File: src/rtl/board_cmd_arbiter_if.sv
// Command, deal, card-RAM and status signals of the card-state arbiter.
interface board_cmd_arbiter_if;

   // game FSM side
   logic       req_flip;
   logic       req_unflip;
   logic       req_remove_pair;
   logic [3:0] act_idx;
   logic       flip_ack;
   logic       unflip_ack;
   logic       remove_ack;
   logic       op_reject;

   // deal engine side
   logic       deal_req;
   logic [3:0] deal_idx;
   logic [2:0] deal_sym;
   logic       deal_ack;

   // card-state RAM side
   logic [3:0] mem_addr;
   logic       mem_we;
   logic [4:0] mem_wdata;
   logic [4:0] mem_rdata;

   // status
   logic       anim_active;
   logic [3:0] anim_idx;
   logic       busy;
   logic       cmd_overflow;
   logic       all_pairs_done;

   modport slave (
      input  req_flip, req_unflip, req_remove_pair, act_idx,
             deal_req, deal_idx, deal_sym, mem_rdata,
      output flip_ack, unflip_ack, remove_ack, op_reject, deal_ack,
             mem_addr, mem_we, mem_wdata,
             anim_active, anim_idx, busy, cmd_overflow, all_pairs_done
   );

   modport master (
      output req_flip, req_unflip, req_remove_pair, act_idx,
             deal_req, deal_idx, deal_sym, mem_rdata,
      input  flip_ack, unflip_ack, remove_ack, op_reject, deal_ack,
             mem_addr, mem_we, mem_wdata,
             anim_active, anim_idx, busy, cmd_overflow, all_pairs_done
   );

endinterface

File: src/rtl/board_cmd_arbiter.sv
// Serializes game commands and deal writes onto the single-port card-state RAM,
// holds each accepted game command for an animation window and counts removed cards.
module board_cmd_arbiter #(
   parameter int unsigned ANIM_CYCLES = 12_500_000,
   parameter int unsigned N_CARDS     = 16
) (
   input  logic               clk,
   input  logic               reset,
   board_cmd_arbiter_if.slave bus
);

   localparam int unsigned IDX_W  = 4;
   localparam int unsigned SYM_W  = 3;
   localparam int unsigned ST_W   = 2;
   localparam int unsigned WORD_W = ST_W + SYM_W;
   localparam int unsigned CNT_W  = 5;
   localparam int unsigned ANIM_W = (ANIM_CYCLES > 1) ? $clog2(ANIM_CYCLES) : 1;

   localparam logic [ST_W-1:0]   ST_HIDDEN  = ST_W'(0);
   localparam logic [ST_W-1:0]   ST_FACEUP  = ST_W'(1);
   localparam logic [ST_W-1:0]   ST_REMOVED = ST_W'(2);
   localparam logic [ANIM_W-1:0] ANIM_LAST  = ANIM_W'(ANIM_CYCLES - 1);
   localparam logic [CNT_W-1:0]  CNT_FULL   = CNT_W'(N_CARDS);

   typedef enum logic [2:0] {
      S_IDLE, S_DEAL, S_READ, S_EVAL, S_WRITE, S_ANIM, S_ACK
   } state_t;

   typedef enum logic [1:0] {
      OP_FLIP, OP_UNFLIP, OP_REMOVE, OP_DEAL
   } op_t;

   state_t              state_q,       state_nxt;
   op_t                 cur_op_q,      cur_op_nxt;
   logic [IDX_W-1:0]    cur_idx_q,     cur_idx_nxt;
   logic                reject_q,      reject_nxt;
   logic                pend_valid_q,  pend_valid_nxt;
   op_t                 pend_op_q,     pend_op_nxt;
   logic [IDX_W-1:0]    pend_idx_q,    pend_idx_nxt;
   logic [ANIM_W-1:0]   anim_cnt_q,    anim_cnt_nxt;
   logic [CNT_W-1:0]    removed_cnt_q, removed_cnt_nxt;
   logic                overflow_q,    overflow_nxt;

   logic                flip_ack_nxt, unflip_ack_nxt, remove_ack_nxt, deal_ack_nxt;
   logic                op_reject_nxt;
   logic [IDX_W-1:0]    mem_addr_nxt;
   logic                mem_we_nxt;
   logic [WORD_W-1:0]   mem_wdata_nxt;
   logic                anim_active_nxt;
   logic [IDX_W-1:0]    anim_idx_nxt;
   logic                busy_nxt;
   logic                all_pairs_nxt;

   logic                req_any, req_multi;
   logic [ST_W-1:0]     rd_st;
   logic                legal;
   logic [ST_W-1:0]     new_st;

   assign req_any   = bus.req_flip | bus.req_unflip | bus.req_remove_pair;
   assign req_multi = (bus.req_flip & bus.req_unflip) | (bus.req_flip & bus.req_remove_pair) |
                      (bus.req_unflip & bus.req_remove_pair);
   assign rd_st     = bus.mem_rdata[WORD_W-1:SYM_W];

   assign bus.cmd_overflow = overflow_q;

   // Status transition check for the command being evaluated.
   always_comb begin
      legal  = 1'b0;
      new_st = rd_st;
      case (cur_op_q)
         OP_FLIP:   begin legal = (rd_st == ST_HIDDEN); new_st = ST_FACEUP;  end
         OP_UNFLIP: begin legal = (rd_st == ST_FACEUP); new_st = ST_HIDDEN;  end
         OP_REMOVE: begin legal = (rd_st == ST_FACEUP); new_st = ST_REMOVED; end
         default:   begin legal = 1'b0;                 new_st = rd_st;      end
      endcase
   end

   // Next state, pending register, counters and next values of the registered outputs.
   always_comb begin
      state_nxt       = state_q;
      cur_op_nxt      = cur_op_q;
      cur_idx_nxt     = cur_idx_q;
      reject_nxt      = reject_q;
      pend_valid_nxt  = pend_valid_q;
      pend_op_nxt     = pend_op_q;
      pend_idx_nxt    = pend_idx_q;
      anim_cnt_nxt    = anim_cnt_q;
      removed_cnt_nxt = removed_cnt_q;
      overflow_nxt    = overflow_q;
      flip_ack_nxt    = 1'b0;
      unflip_ack_nxt  = 1'b0;
      remove_ack_nxt  = 1'b0;
      deal_ack_nxt    = 1'b0;
      op_reject_nxt   = 1'b0;
      mem_addr_nxt    = '0;
      mem_we_nxt      = 1'b0;
      mem_wdata_nxt   = '0;
      anim_active_nxt = 1'b0;
      anim_idx_nxt    = '0;

      // One-deep pending slot; a slot being read out this cycle counts as free.
      if (state_q == S_READ) pend_valid_nxt = 1'b0;
      if (req_any) begin
         if (!pend_valid_q || state_q == S_READ) begin
            pend_valid_nxt = 1'b1;
            pend_idx_nxt   = bus.act_idx;
            if (bus.req_remove_pair)  pend_op_nxt = OP_REMOVE;
            else if (bus.req_unflip)  pend_op_nxt = OP_UNFLIP;
            else                      pend_op_nxt = OP_FLIP;
            if (req_multi) overflow_nxt = 1'b1;
         end else begin
            overflow_nxt = 1'b1;
         end
      end

      case (state_q)
         S_IDLE: begin
            reject_nxt = 1'b0;
            if (bus.deal_req) begin
               state_nxt     = S_DEAL;
               cur_op_nxt    = OP_DEAL;
               cur_idx_nxt   = bus.deal_idx;
               mem_addr_nxt  = bus.deal_idx;
               mem_we_nxt    = 1'b1;
               mem_wdata_nxt = {ST_HIDDEN, bus.deal_sym};
            end else if (pend_valid_q) begin
               state_nxt    = S_READ;
               cur_op_nxt   = pend_op_q;
               cur_idx_nxt  = pend_idx_q;
               mem_addr_nxt = pend_idx_q;
            end
         end
         S_DEAL: begin
            state_nxt = S_ACK;
            if (cur_idx_q == '0) removed_cnt_nxt = '0;
         end
         S_READ: state_nxt = S_EVAL;
         S_EVAL: begin
            if (legal) begin
               state_nxt     = S_WRITE;
               mem_addr_nxt  = cur_idx_q;
               mem_we_nxt    = 1'b1;
               mem_wdata_nxt = {new_st, bus.mem_rdata[SYM_W-1:0]};
            end else begin
               state_nxt  = S_ACK;
               reject_nxt = 1'b1;
            end
         end
         S_WRITE: begin
            state_nxt    = S_ANIM;
            anim_cnt_nxt = '0;
            if (cur_op_q == OP_REMOVE && removed_cnt_q < CNT_FULL)
               removed_cnt_nxt = removed_cnt_q + CNT_W'(1);
         end
         S_ANIM: begin
            if (anim_cnt_q == ANIM_LAST) state_nxt = S_ACK;
            else                         anim_cnt_nxt = anim_cnt_q + ANIM_W'(1);
         end
         S_ACK:   state_nxt = S_IDLE;
         default: state_nxt = S_IDLE;
      endcase

      if (state_nxt == S_ANIM) begin
         anim_active_nxt = 1'b1;
         anim_idx_nxt    = cur_idx_nxt;
      end

      if (state_nxt == S_ACK) begin
         op_reject_nxt = reject_nxt;
         case (cur_op_nxt)
            OP_FLIP:   flip_ack_nxt   = 1'b1;
            OP_UNFLIP: unflip_ack_nxt = 1'b1;
            OP_REMOVE: remove_ack_nxt = 1'b1;
            default:   deal_ack_nxt   = 1'b1;
         endcase
      end

      all_pairs_nxt = (removed_cnt_nxt == CNT_FULL);
      busy_nxt      = (state_nxt != S_IDLE) || pend_valid_nxt;
   end

   // State, bookkeeping and output registers; reset aborts any command in flight.
   always_ff @(posedge clk or posedge reset) begin
      if (reset) begin
         state_q            <= S_IDLE;
         cur_op_q           <= OP_FLIP;
         cur_idx_q          <= '0;
         reject_q           <= 1'b0;
         pend_valid_q       <= 1'b0;
         pend_op_q          <= OP_FLIP;
         pend_idx_q         <= '0;
         anim_cnt_q         <= '0;
         removed_cnt_q      <= '0;
         overflow_q         <= 1'b0;
         bus.flip_ack       <= 1'b0;
         bus.unflip_ack     <= 1'b0;
         bus.remove_ack     <= 1'b0;
         bus.deal_ack       <= 1'b0;
         bus.op_reject      <= 1'b0;
         bus.mem_addr       <= '0;
         bus.mem_we         <= 1'b0;
         bus.mem_wdata      <= '0;
         bus.anim_active    <= 1'b0;
         bus.anim_idx       <= '0;
         bus.busy           <= 1'b0;
         bus.all_pairs_done <= 1'b0;
      end else begin
         state_q            <= state_nxt;
         cur_op_q           <= cur_op_nxt;
         cur_idx_q          <= cur_idx_nxt;
         reject_q           <= reject_nxt;
         pend_valid_q       <= pend_valid_nxt;
         pend_op_q          <= pend_op_nxt;
         pend_idx_q         <= pend_idx_nxt;
         anim_cnt_q         <= anim_cnt_nxt;
         removed_cnt_q      <= removed_cnt_nxt;
         overflow_q         <= overflow_nxt;
         bus.flip_ack       <= flip_ack_nxt;
         bus.unflip_ack     <= unflip_ack_nxt;
         bus.remove_ack     <= remove_ack_nxt;
         bus.deal_ack       <= deal_ack_nxt;
         bus.op_reject      <= op_reject_nxt;
         bus.mem_addr       <= mem_addr_nxt;
         bus.mem_we         <= mem_we_nxt;
         bus.mem_wdata      <= mem_wdata_nxt;
         bus.anim_active    <= anim_active_nxt;
         bus.anim_idx       <= anim_idx_nxt;
         bus.busy           <= busy_nxt;
         bus.all_pairs_done <= all_pairs_nxt;
      end
   end

endmodule

File: src/flat_wrapper.sv
// flat-port wrapper written by rule: the top's interface ports become plain ports
module board_cmd_arbiter_flat 
#(
   parameter int unsigned ANIM_CYCLES = 12_500_000,
   parameter int unsigned N_CARDS     = 16
)
  (clk, reset, bus_req_flip, bus_req_unflip, bus_req_remove_pair, bus_act_idx, bus_deal_req, bus_deal_idx, bus_deal_sym, bus_mem_rdata, bus_flip_ack, bus_unflip_ack, bus_remove_ack, bus_op_reject, bus_deal_ack, bus_mem_addr, bus_mem_we, bus_mem_wdata, bus_anim_active, bus_anim_idx, bus_busy, bus_cmd_overflow, bus_all_pairs_done);
  board_cmd_arbiter_if bus_i ();
  input  logic clk;
  input  logic reset;
  input wire logic [$bits(bus_i.req_flip)-1:0] bus_req_flip;
  input wire logic [$bits(bus_i.req_unflip)-1:0] bus_req_unflip;
  input wire logic [$bits(bus_i.req_remove_pair)-1:0] bus_req_remove_pair;
  input wire logic [$bits(bus_i.act_idx)-1:0] bus_act_idx;
  input wire logic [$bits(bus_i.deal_req)-1:0] bus_deal_req;
  input wire logic [$bits(bus_i.deal_idx)-1:0] bus_deal_idx;
  input wire logic [$bits(bus_i.deal_sym)-1:0] bus_deal_sym;
  input wire logic [$bits(bus_i.mem_rdata)-1:0] bus_mem_rdata;
  output wire logic [$bits(bus_i.flip_ack)-1:0] bus_flip_ack;
  output wire logic [$bits(bus_i.unflip_ack)-1:0] bus_unflip_ack;
  output wire logic [$bits(bus_i.remove_ack)-1:0] bus_remove_ack;
  output wire logic [$bits(bus_i.op_reject)-1:0] bus_op_reject;
  output wire logic [$bits(bus_i.deal_ack)-1:0] bus_deal_ack;
  output wire logic [$bits(bus_i.mem_addr)-1:0] bus_mem_addr;
  output wire logic [$bits(bus_i.mem_we)-1:0] bus_mem_we;
  output wire logic [$bits(bus_i.mem_wdata)-1:0] bus_mem_wdata;
  output wire logic [$bits(bus_i.anim_active)-1:0] bus_anim_active;
  output wire logic [$bits(bus_i.anim_idx)-1:0] bus_anim_idx;
  output wire logic [$bits(bus_i.busy)-1:0] bus_busy;
  output wire logic [$bits(bus_i.cmd_overflow)-1:0] bus_cmd_overflow;
  output wire logic [$bits(bus_i.all_pairs_done)-1:0] bus_all_pairs_done;
  assign bus_i.req_flip = bus_req_flip;
  assign bus_i.req_unflip = bus_req_unflip;
  assign bus_i.req_remove_pair = bus_req_remove_pair;
  assign bus_i.act_idx = bus_act_idx;
  assign bus_i.deal_req = bus_deal_req;
  assign bus_i.deal_idx = bus_deal_idx;
  assign bus_i.deal_sym = bus_deal_sym;
  assign bus_i.mem_rdata = bus_mem_rdata;
  assign bus_flip_ack = bus_i.flip_ack;
  assign bus_unflip_ack = bus_i.unflip_ack;
  assign bus_remove_ack = bus_i.remove_ack;
  assign bus_op_reject = bus_i.op_reject;
  assign bus_deal_ack = bus_i.deal_ack;
  assign bus_mem_addr = bus_i.mem_addr;
  assign bus_mem_we = bus_i.mem_we;
  assign bus_mem_wdata = bus_i.mem_wdata;
  assign bus_anim_active = bus_i.anim_active;
  assign bus_anim_idx = bus_i.anim_idx;
  assign bus_busy = bus_i.busy;
  assign bus_cmd_overflow = bus_i.cmd_overflow;
  assign bus_all_pairs_done = bus_i.all_pairs_done;
  board_cmd_arbiter #(.ANIM_CYCLES(ANIM_CYCLES), .N_CARDS(N_CARDS)) u_core (.clk(clk), .reset(reset), .bus(bus_i));
endmodule
File: config.mk
export PLATFORM = sky130hd
export DESIGN_NAME = board_cmd_arbiter_flat
export DESIGN_NICKNAME = d
export VERILOG_FILES = /design/src/rtl/board_cmd_arbiter_if.sv /design/src/rtl/board_cmd_arbiter.sv /design/src/flat_wrapper.sv
export SDC_FILE = /design/constraint.sdc
export NUM_CORES = 1
export LEC_CHECK = 0
export CELL_PAD_IN_SITES_DETAIL_PLACEMENT = 1
export CELL_PAD_IN_SITES_GLOBAL_PLACEMENT = 1
export CORE_MARGIN = 1
export CORE_UTILIZATION = 46
export CTS_BUF_LIST = sky130_fd_sc_hd__clkbuf_16
export DETAILED_ROUTE_END_ITERATION = 10
export PLACE_DENSITY = 0.95
export REMOVE_ABC_BUFFERS = 1
export SLEW_MARGIN = 25
export SYNTH_ARGS = -nofsm -noshare
export SYNTH_HDL_FRONTEND = slang
export SYNTH_SLANG_ARGS = --single-unit
File: constraint.sdc
create_clock -name clk -period 3.25 [get_ports clk]
set_clock_uncertainty 0.05 [all_clocks]
set_input_delay 0.4875 -clock clk [delete_from_list [all_inputs] [get_ports clk]]
set_output_delay 0.4875 -clock clk [all_outputs]
set_load 0.03 [all_outputs]
After elaboration in Yosys (flattened, before gate mapping)
Index checks and enable logic that the tools add are counted.

$add $sub $neg: 2. Magnitude comparators: 1. Shift-type cells: 0. Reduce and logical (&&, ||, !) cells: 16. Equal/unequal tests: 16. Multiplexer cells: 48. Div/mod/pow operators: 0. Multiply operators: 0. Bitwise gates (word level): 7.

Operator list (number): one-hot mux 24 bit (2 select lines) (1); two-way mux 4 bit (7); adder 24 x 1 -> 24 bit, second input constant (1); equality test 24 bit, second input constant (1); two-way mux 24 bit (1); one-hot mux 5 bit (2 select lines) (2); two-way mux 1 bit (19); one-hot mux 3 bit (6 select lines) (1); two-way mux 5 bit (3); equality test 3 bit, second input constant (4); two-way mux 3 bit (4); two-way mux 2 bit (5); one-hot mux 4 bit (2 select lines) (1); equality test 2 x 1 -> 1 bit, second input constant (3); equality test 3 x 2 -> 1 bit, second input constant (2); zero test 2 bit (3); one-hot mux 1 bit (2 select lines) (3); one-hot mux 2 bit (3 select lines) (1); AND reduction 2 bit (3); adder 5 x 1 -> 5 bit, second input constant (1); equality test 5 bit, second input constant (1); < comparator 5 bit, second input constant (1); equality test 2 bit, second input constant (2); zero test 4 bit (1); other kinds (13) (19).

Memory bits (read-only): 0. Bits of input ports: 22. Memories kept: 0. Bits in registers: 69. Word-level logic and storage cells: 112. Output and inout port bits: 23. Bits in latches: 0. Memory bits (writable): 0.

Longest topological paths before layout
Gate-level depths: netlist (run 1).

Depth after elaboration: 7. Mapped depth: 8.

Worst setup path after synthesis (run 1)
No wires, ideal clock.

Kind: register to register. Start: reg u_core.anim_cnt_q[14]. End: reg u_core.anim_cnt_q[15]. Arrival: 1969 ps. Cell stages (with the launch flop): 8. Required time: 3127 ps. Buffers on the path: 2. Clock period less this slack: 2092 ps. Slack: 1158 ps. Setup time: 73 ps. Cells stage by stage: dfrtp_1 > or4b_1 > or3_4 > o31ai_4 > buf_6 > buf_12 > o31ai_2 > a21oi_2.

Word-level cells in the longest chain between the ends: 3.

Ends and longest elaborated chain: from (decl) (line board_cmd_arbiter.sv:40) `logic [ANIM_W-1:0] anim_cnt_q, anim_cnt_nxt;`; from (signal assigned) (line board_cmd_arbiter.sv:215) `anim_cnt_q <= anim_cnt_nxt;`; adder 24 x 1 -> 24 bit / equality test 24 bit (equally long branches) (line board_cmd_arbiter.sv:157, board_cmd_arbiter.sv:156); two-way mux 24 bit / != test 2 bit (equally long branches); one-hot mux 24 bit (2 select lines) / AND reduction 2 bit (equally long branches).

Parallel ways exist; a longest one is shown, timed or not. The select of a mux whose other input is x is not followed. A chain may end at the register's enable or synchronous reset.

Worst setup path in the final report (run 1)
Start: reg u_core.anim_cnt_q[14]. End: reg u_core.bus.anim_idx[3] (netlist name).

Word-level cells in the longest chain between the ends: 5.

Ends and longest elaborated chain: equality test 24 bit (line board_cmd_arbiter.sv:156) `if (anim_cnt_q == ANIM_LAST) state_nxt = S_ACK;`; two-way mux 3 bit (line board_cmd_arbiter.sv:156); one-hot mux 3 bit (6 select lines) (line board_cmd_arbiter.sv:116) `case (state_q)`; equality test 3 bit (line board_cmd_arbiter.sv:163) `if (state_nxt == S_ANIM) begin`; two-way mux 4 bit (line board_cmd_arbiter.sv:163); net u_core.anim_idx_nxt[3] (line board_cmd_arbiter.sv:50) `logic [IDX_W-1:0] anim_idx_nxt;`; to (signal assigned) (line board_cmd_arbiter.sv:227) `bus.anim_idx <= anim_idx_nxt;`; to (decl) (line board_cmd_arbiter_if.sv:38) `anim_active, anim_idx, busy, cmd_overflow, all_pairs_done`.

The timed path passes the listed nets, and every way through them passes these cells.

==> metrics.md, run 1 <==
| Metric | Value |
|---|---|
| Delay-heaviest family, CP | simple AND/OR/NAND/NOR gates |
| Slowest cell delay on critical path | 670 ps |
| Fin crit share | 0.817 |
| Netlist cell types | 53 |
| Ports | 45 |
| Post-CTS setup buffer count | 0 |
| Post_cts resized | 0 |
| Clk_lat worst skew | 350 ps |
| Row Count | 30 |
| Final WS setup | 593 ps |
| Wire length of the first global-routing pass | 19,400 um |
| Hold Worst Slack | 460 ps |
| Post-Layout Cell Count | 474 |
| Hold Path Cell Cnt | 1 |
| RSZ-0062 raised after global routing | no |
| Post-synth ARST share | 1.00 |
| Ratio of cells with drive above 1 in the final layout | 0.101 |
| Vias post-DR | 3,085 |
| Vias per std cell | 6.51 |
| Area fraction of the dominant cell type after synthesis | 0.526 |
| Startpoint type of the worst setup path | register |
| Total grt overflow | 0 |
| Cell Area, Synth | 3290 um2 |
| Critical path fanouts, max | 17 |
| Avg Inst Size Synth | about 10 um2 |
| Pwr/cell area | 894 nW/um2 |
| Setup TNS | 0 ps |
| Routed Antenna Nets | 0 |
| Slowest cell on crit path | o31ai_4 |
| Status | finished clean |
| Hold crit path type | reg2reg |
| Bufs on Longest Clock Path | 2 |
| Worst EP arrival | 2810 ps |
| Routed WL | 12,300 um |
| DR DRC count | 0 |
| Slew headroom | 0.464 |
| Crit path kind | reg2reg |
| Most common cell after layout, fill and taps aside | dfrtp_1 |
| Nets | ~400 |
| Initial Utilization | 0.481 |
| Core area | 6830 um2 |
| Final GP Congestion | 0.804 |
| Die Area | 7480 um2 |
| Max cap viols | 0 |
| Hold Buf Count CTS | 0 |
| DP Wirelength | 6660 um |
| FF+latch count, synth | between 60 and 70 |
| Avg WL per Cell | 25.9 um |
| Clk pin slew, worst setup/hold paths | 60 ps |
| CTS tree | yes |
| Most used DFF post-synth | dfrtp_1 |
| Synth Instances | approximately 330 |
| Highest achievable clock rate | 376 MHz |
| DP Cell Count | between 400 and 500 |
| Worst setup EP type | register |
| Synth area leaders | dfrtp_1, nand2_1, nor2_1 |
| WP buf/inv | 1 |
| Pre-CTS WS | 681 ps |
| Placed cell areas | 3810 um2 |
| DR pass1 iterations | 5 |
| Yosys warnings | 0 |
| Area delta synth->final | 26.4% |
| Total design power | 3.71 mW |
| Design Area, Final | ~4200 um2 |
| WP data required | 3400 ps |
| Pin slew with the least headroom to its limit | 804 ps |
| Chip Width | 86.5 um |
| FF-to-FF path depth | 5 |
| Crit-path cells | or4b_1 -> or3_4 -> o31ai_4 -> buf_4 -> a21oi_1 |
| Htree depth | 3 |
| VDD IR-drop max | 0.000758 V |
| Clk root buf | clkbuf_16 |
| Vias in the first global route | 3,359 |
| CTS sink count | 69 |
| Finish-stage setup viols | 0 |
| Final Max Slew Viols | 0 |
| Worst path depth | 5 |
| Total track usage | 0.360 |
| Post-synthesis sequential area ratio | 0.526 |
| EDFF count, synth | 0 |
| Pin count of the biggest net entering global routing | 38 |
| Final Hold Fails | 0 |
| Die height | 86.5 um |
| Post-route minimum period | 2660 ps |
| Initial antenna violation count | 0 |
| Drt first-iter violations | 297 |
| Ant diodes | 0 |
| TritonCTS buffer count | 9 |
| Leading area contributor after synthesis | dfrtp_1 |
| Core Util, Final | 0.608 |
| Leak pwr | 1.82 nW |
| Port Buf Inserts | 44 |
| Most frequent cells in the layout | dfrtp_1, clkdlybuf4s50_1, nand2_1 |
kinds of logic after synthesis:
logic type      share of synthesized area
simple gates                        0.229
flops                               0.526
compound gates                      0.141
buf+inv                            0.0362
xor+xnor                           0.0267
mux                                0.0228
fa+ha+maj                          0.0190
final timing paths:
kind	start	to	slack, ps
max	u_core.anim_cnt_q[14]	u_core.bus.anim_idx[3]	590
min	u_core.pend_op_q[0]	u_core.pend_op_q[0]	460
max reg2reg	u_core.anim_cnt_q[14]	u_core.bus.anim_idx[3]	590
min reg2reg	u_core.pend_op_q[0]	u_core.pend_op_q[0]	460
max in group asynchronous	reset	u_core.state_q[0]	1840
min in group asynchronous	reset	u_core.anim_cnt_q[22]	560
flip-flops by register name (all words and copies together) (netlist names), 2 cells and up:
signal and count:
u_core.bus.anim_idx 4, u_core.bus.mem_addr 4, u_core.cur_op_q 2, u_core.pend_op_q 2, u_core.state_q 3, u_core.removed_cnt_q 5, u_core.bus.mem_wdata 5, u_core.pend_idx_q 4
u_core.anim_cnt_q 24, u_core.cur_idx_q 4
final cells by class:
type                            instances  area [um2]
Multi-Input combinational cell        233        1450
Inverter                               12        45.0
Tap cell                               96         120
Sequential cell                        69        1730
Timing Repair Buffer                   49         478
Clock buffer                            9         225
Clock inverter                          6         113
Fill cell                             747        2680
power breakdown:
| group | internal, mW | total [mW] | leakage (nW) | switching, mW |
|---|---|---|---|---|
| clock network | 0.747 | 1.15 | 0.165 | 0.407 |
| registers | 1.05 | 1.28 | 0.909 | 0.230 |
| logic | 0.423 | 1.27 | 0.742 | 0.851 |
cell usage after synthesis, drive strengths merged (5+ instances only):
library cell	instances
a21oi	18
nand2	42
or3	7
inv	12
clkbuf	10
nand4	10
dfrtp	69
ha	5
xor2	7
nand3	11
nor2	26
o21ai	18
nor3	9
and2	6
and3	6
or4	5
o31ai	8
routing by layer:
metal  vias up  track usage  share of wire
met5         -            0              0
met1      1563        0.387           0.35
met2       199        0.633           0.52
met4         0        0.223          0.059
met3        64       0.0962          0.065
li1       1259            -              -
(Power assumes the default switching activity.)
==> run 2, diff against run 1 <==
Settings changed: CORE_UTILIZATION 46 to 42, PLACE_DENSITY 0.95 to 0.91.
Clock period 3.25 ns to 2.8 ns, I/O delays scaled along.
==> metrics.md, run 2 (synthesis gave the netlist of run 1 again) <==
| Metric | Value |
|---|---|
| Routed WL | between 9000 and 10,000 um |
| Clk root buf | clkbuf_16 |
| Final GP Congestion | 0.788 |
| Row Count | 31 |
| Bufs on Longest Clock Path | 2 |
| WP data required | 3020 ps |
| Most frequent cells in the layout | dfrtp_1, clkdlybuf4s50_1, nand2_1 |
| Hold crit path type | in2async |
| Worst path depth | 5 |
| FF-to-FF path depth | 5 |
| Max cap viols | 0 |
| Port Buf Inserts | 44 |
| Total design power | 4.08 mW |
| Timing startpoint of the critical path | u_core.anim_cnt_q[14] |
| Worst setup EP type | register |
| Initial antenna violation count | 0 |
| Slowest cell on crit path | or4b_1 |
| Total track usage | 0.244 |
| Top reg by flops | u_core.anim_cnt_q |
| Hold Buf Count CTS | 0 |
| Clk pin slew, worst setup/hold paths | 60 ps |
| Critical Path End | u_core.bus.deal_ack |
| Slew headroom | 0.638 |
| CTS tree | yes |
| Pin slew with the least headroom to its limit | about 540 ps |
| CTS sink count | slightly below 70 |
| Crit-path cells | or4b_1 -> or3_4 -> o21ai_1 -> o211ai_1 -> and3b_1 |
| Pre-CTS WS | 496 ps |
| Die height | 90.4 um |
| Leak pwr | 1.82 nW |
| Ratio of cells with drive above 1 in the final layout | 0.105 |
| RR Startpoint | u_core.anim_cnt_q[14] |
| Delay-heaviest family, CP | simple AND/OR/NAND/NOR gates |
| Startpoint type of the worst setup path | register |
| Critical path fanouts, max | 6 |
| Fin crit share | 0.845 |
| Largest regs | u_core.anim_cnt_q (24), u_core.bus.mem_wdata (5), u_core.removed_cnt_q (5) |
| Most common cell after layout, fill and taps aside | dfrtp_1 |
| Ant diodes | 0 |
| Crit path kind | reg2reg |
| Reg-to-reg endpoint | u_core.bus.deal_ack |
| Drt first-iter violations | 125 |
| Finish-stage setup viols | 0 |
| Routed Antenna Nets | 0 |
| Htree depth | 3 |
| Status | finished clean |
| Initial Utilization | 0.444 |
| DR pass1 iterations | 4 |
| Post-route minimum period | 2370 ps |
| Pin count of the biggest net entering global routing | 29 |
| Vias per std cell | 5.74 |
| Vias in the first global route | 3,117 |
| DP Cell Count | 463 |
| Slowest cell delay on critical path | 540 ps |
| RSZ-0062 raised after global routing | no |
| Vias post-DR | 2,748 |
| Avg WL per Cell | 19.7 um |
| VDD IR-drop max | 0.000556 V |
| Post_cts resized | 0 |
| Worst EP arrival | between 2000 and 3000 ps |
| Highest achievable clock rate | 422 MHz |
| Wire length of the first global-routing pass | 15,500 um |
| Total grt overflow | 0 |
| WP buf/inv | 0 |
| Final WS setup | 433 ps |
| Placed cell areas | 3840 um2 |
| R2R setup slack | 430 ps |
| Fill cells | roughly 800 |
| Die Area | 8180 um2 |
| Chip Width | 90.4 um |
| TritonCTS buffer count | 9 |
| Nets | 402 |
| DR DRC count | 0 |
| Clk_lat worst skew | 330 ps |
| Area delta synth->final | 26.7% |
| Final Max Slew Viols | 0 |
| DP Wirelength | a little over 6000 um |
| Pwr/cell area | between 900 and 1000 nW/um2 |
| Final Hold Fails | 0 |
| Post-Layout Cell Count | 479 |
| Core Util, Final | 0.562 |
| Design Area, Final | 4160 um2 |
| Post-CTS setup buffer count | 0 |
| Ports | between 40 and 50 |
| Max reg flops | 24 |
| Core area | 7410 um2 |
-- run 2: cell count changes in the layout (fill, tap and decap cells not counted), sizes merged --
| cell | change |
|---|---|
| buf | +1 |
| bufinv | -1 |
| clkinvlp | +1 |
| inv | +1 |
-- run 2: power by group --
| group | internal [mW] | switching [mW] | leakage [nW] |
|---|---|---|---|
| Combinational | 0.500 | 0.888 | 0.751 |
| Sequential | 1.22 | 0.230 | 0.909 |
| Clock | 0.784 | 0.459 | 0.156 |
-- run 2: through the flow --
stage	hold slack, ps	TNS, ps
5_1_grt	447	0
4_1_cts	424	0
6_report	408	0
3_5_place_dp	410	0
2_1_floorplan	411	-114
3_3_place_gp	400	0
-- run 2: worst min path at each step --
| stage | start | to | slack (ps) | cells past startpoint |
|---|---|---|---|---|
| final | reset | u_core.anim_cnt_q[10] | 410 | 2 |
| after global routing | u_core.bus.cmd_overflow | u_core.bus.cmd_overflow | 450 | 1 |
| after CTS | reset | u_core.anim_cnt_q[10] | 420 | 2 |
| after detailed placement | u_core.bus.cmd_overflow | u_core.bus.cmd_overflow | 410 | 1 |
| after global placement | u_core.bus.cmd_overflow | u_core.bus.cmd_overflow | 400 | 1 |
| after floorplan | u_core.removed_cnt_q[3] | u_core.removed_cnt_q[3] | 410 | 1 |
-- run 2: final cells by class --
cell class | count | area (um2) | area share
tap | 99 | 124 | 0.0298
clock inverter | 7 | 98.8 | 0.0237
multi-input combinational | 233 | 1450 | 0.347
inverter | 12 | 45.0 | 0.0108
timing repair buffer | 50 | 498 | 0.120
clock buffer | 9 | 225 | 0.0541
sequential | 69 | 1730 | 0.415
-- run 2: routing by layer --
layer	track usage	part of all wire	vias to the layer above
met5	0	0	-
met4	0.0901	0.021	0
met3	0.0589	0.037	20
met2	0.445	0.54	75
met1	0.274	0.40	1388
li1	-	-	1265
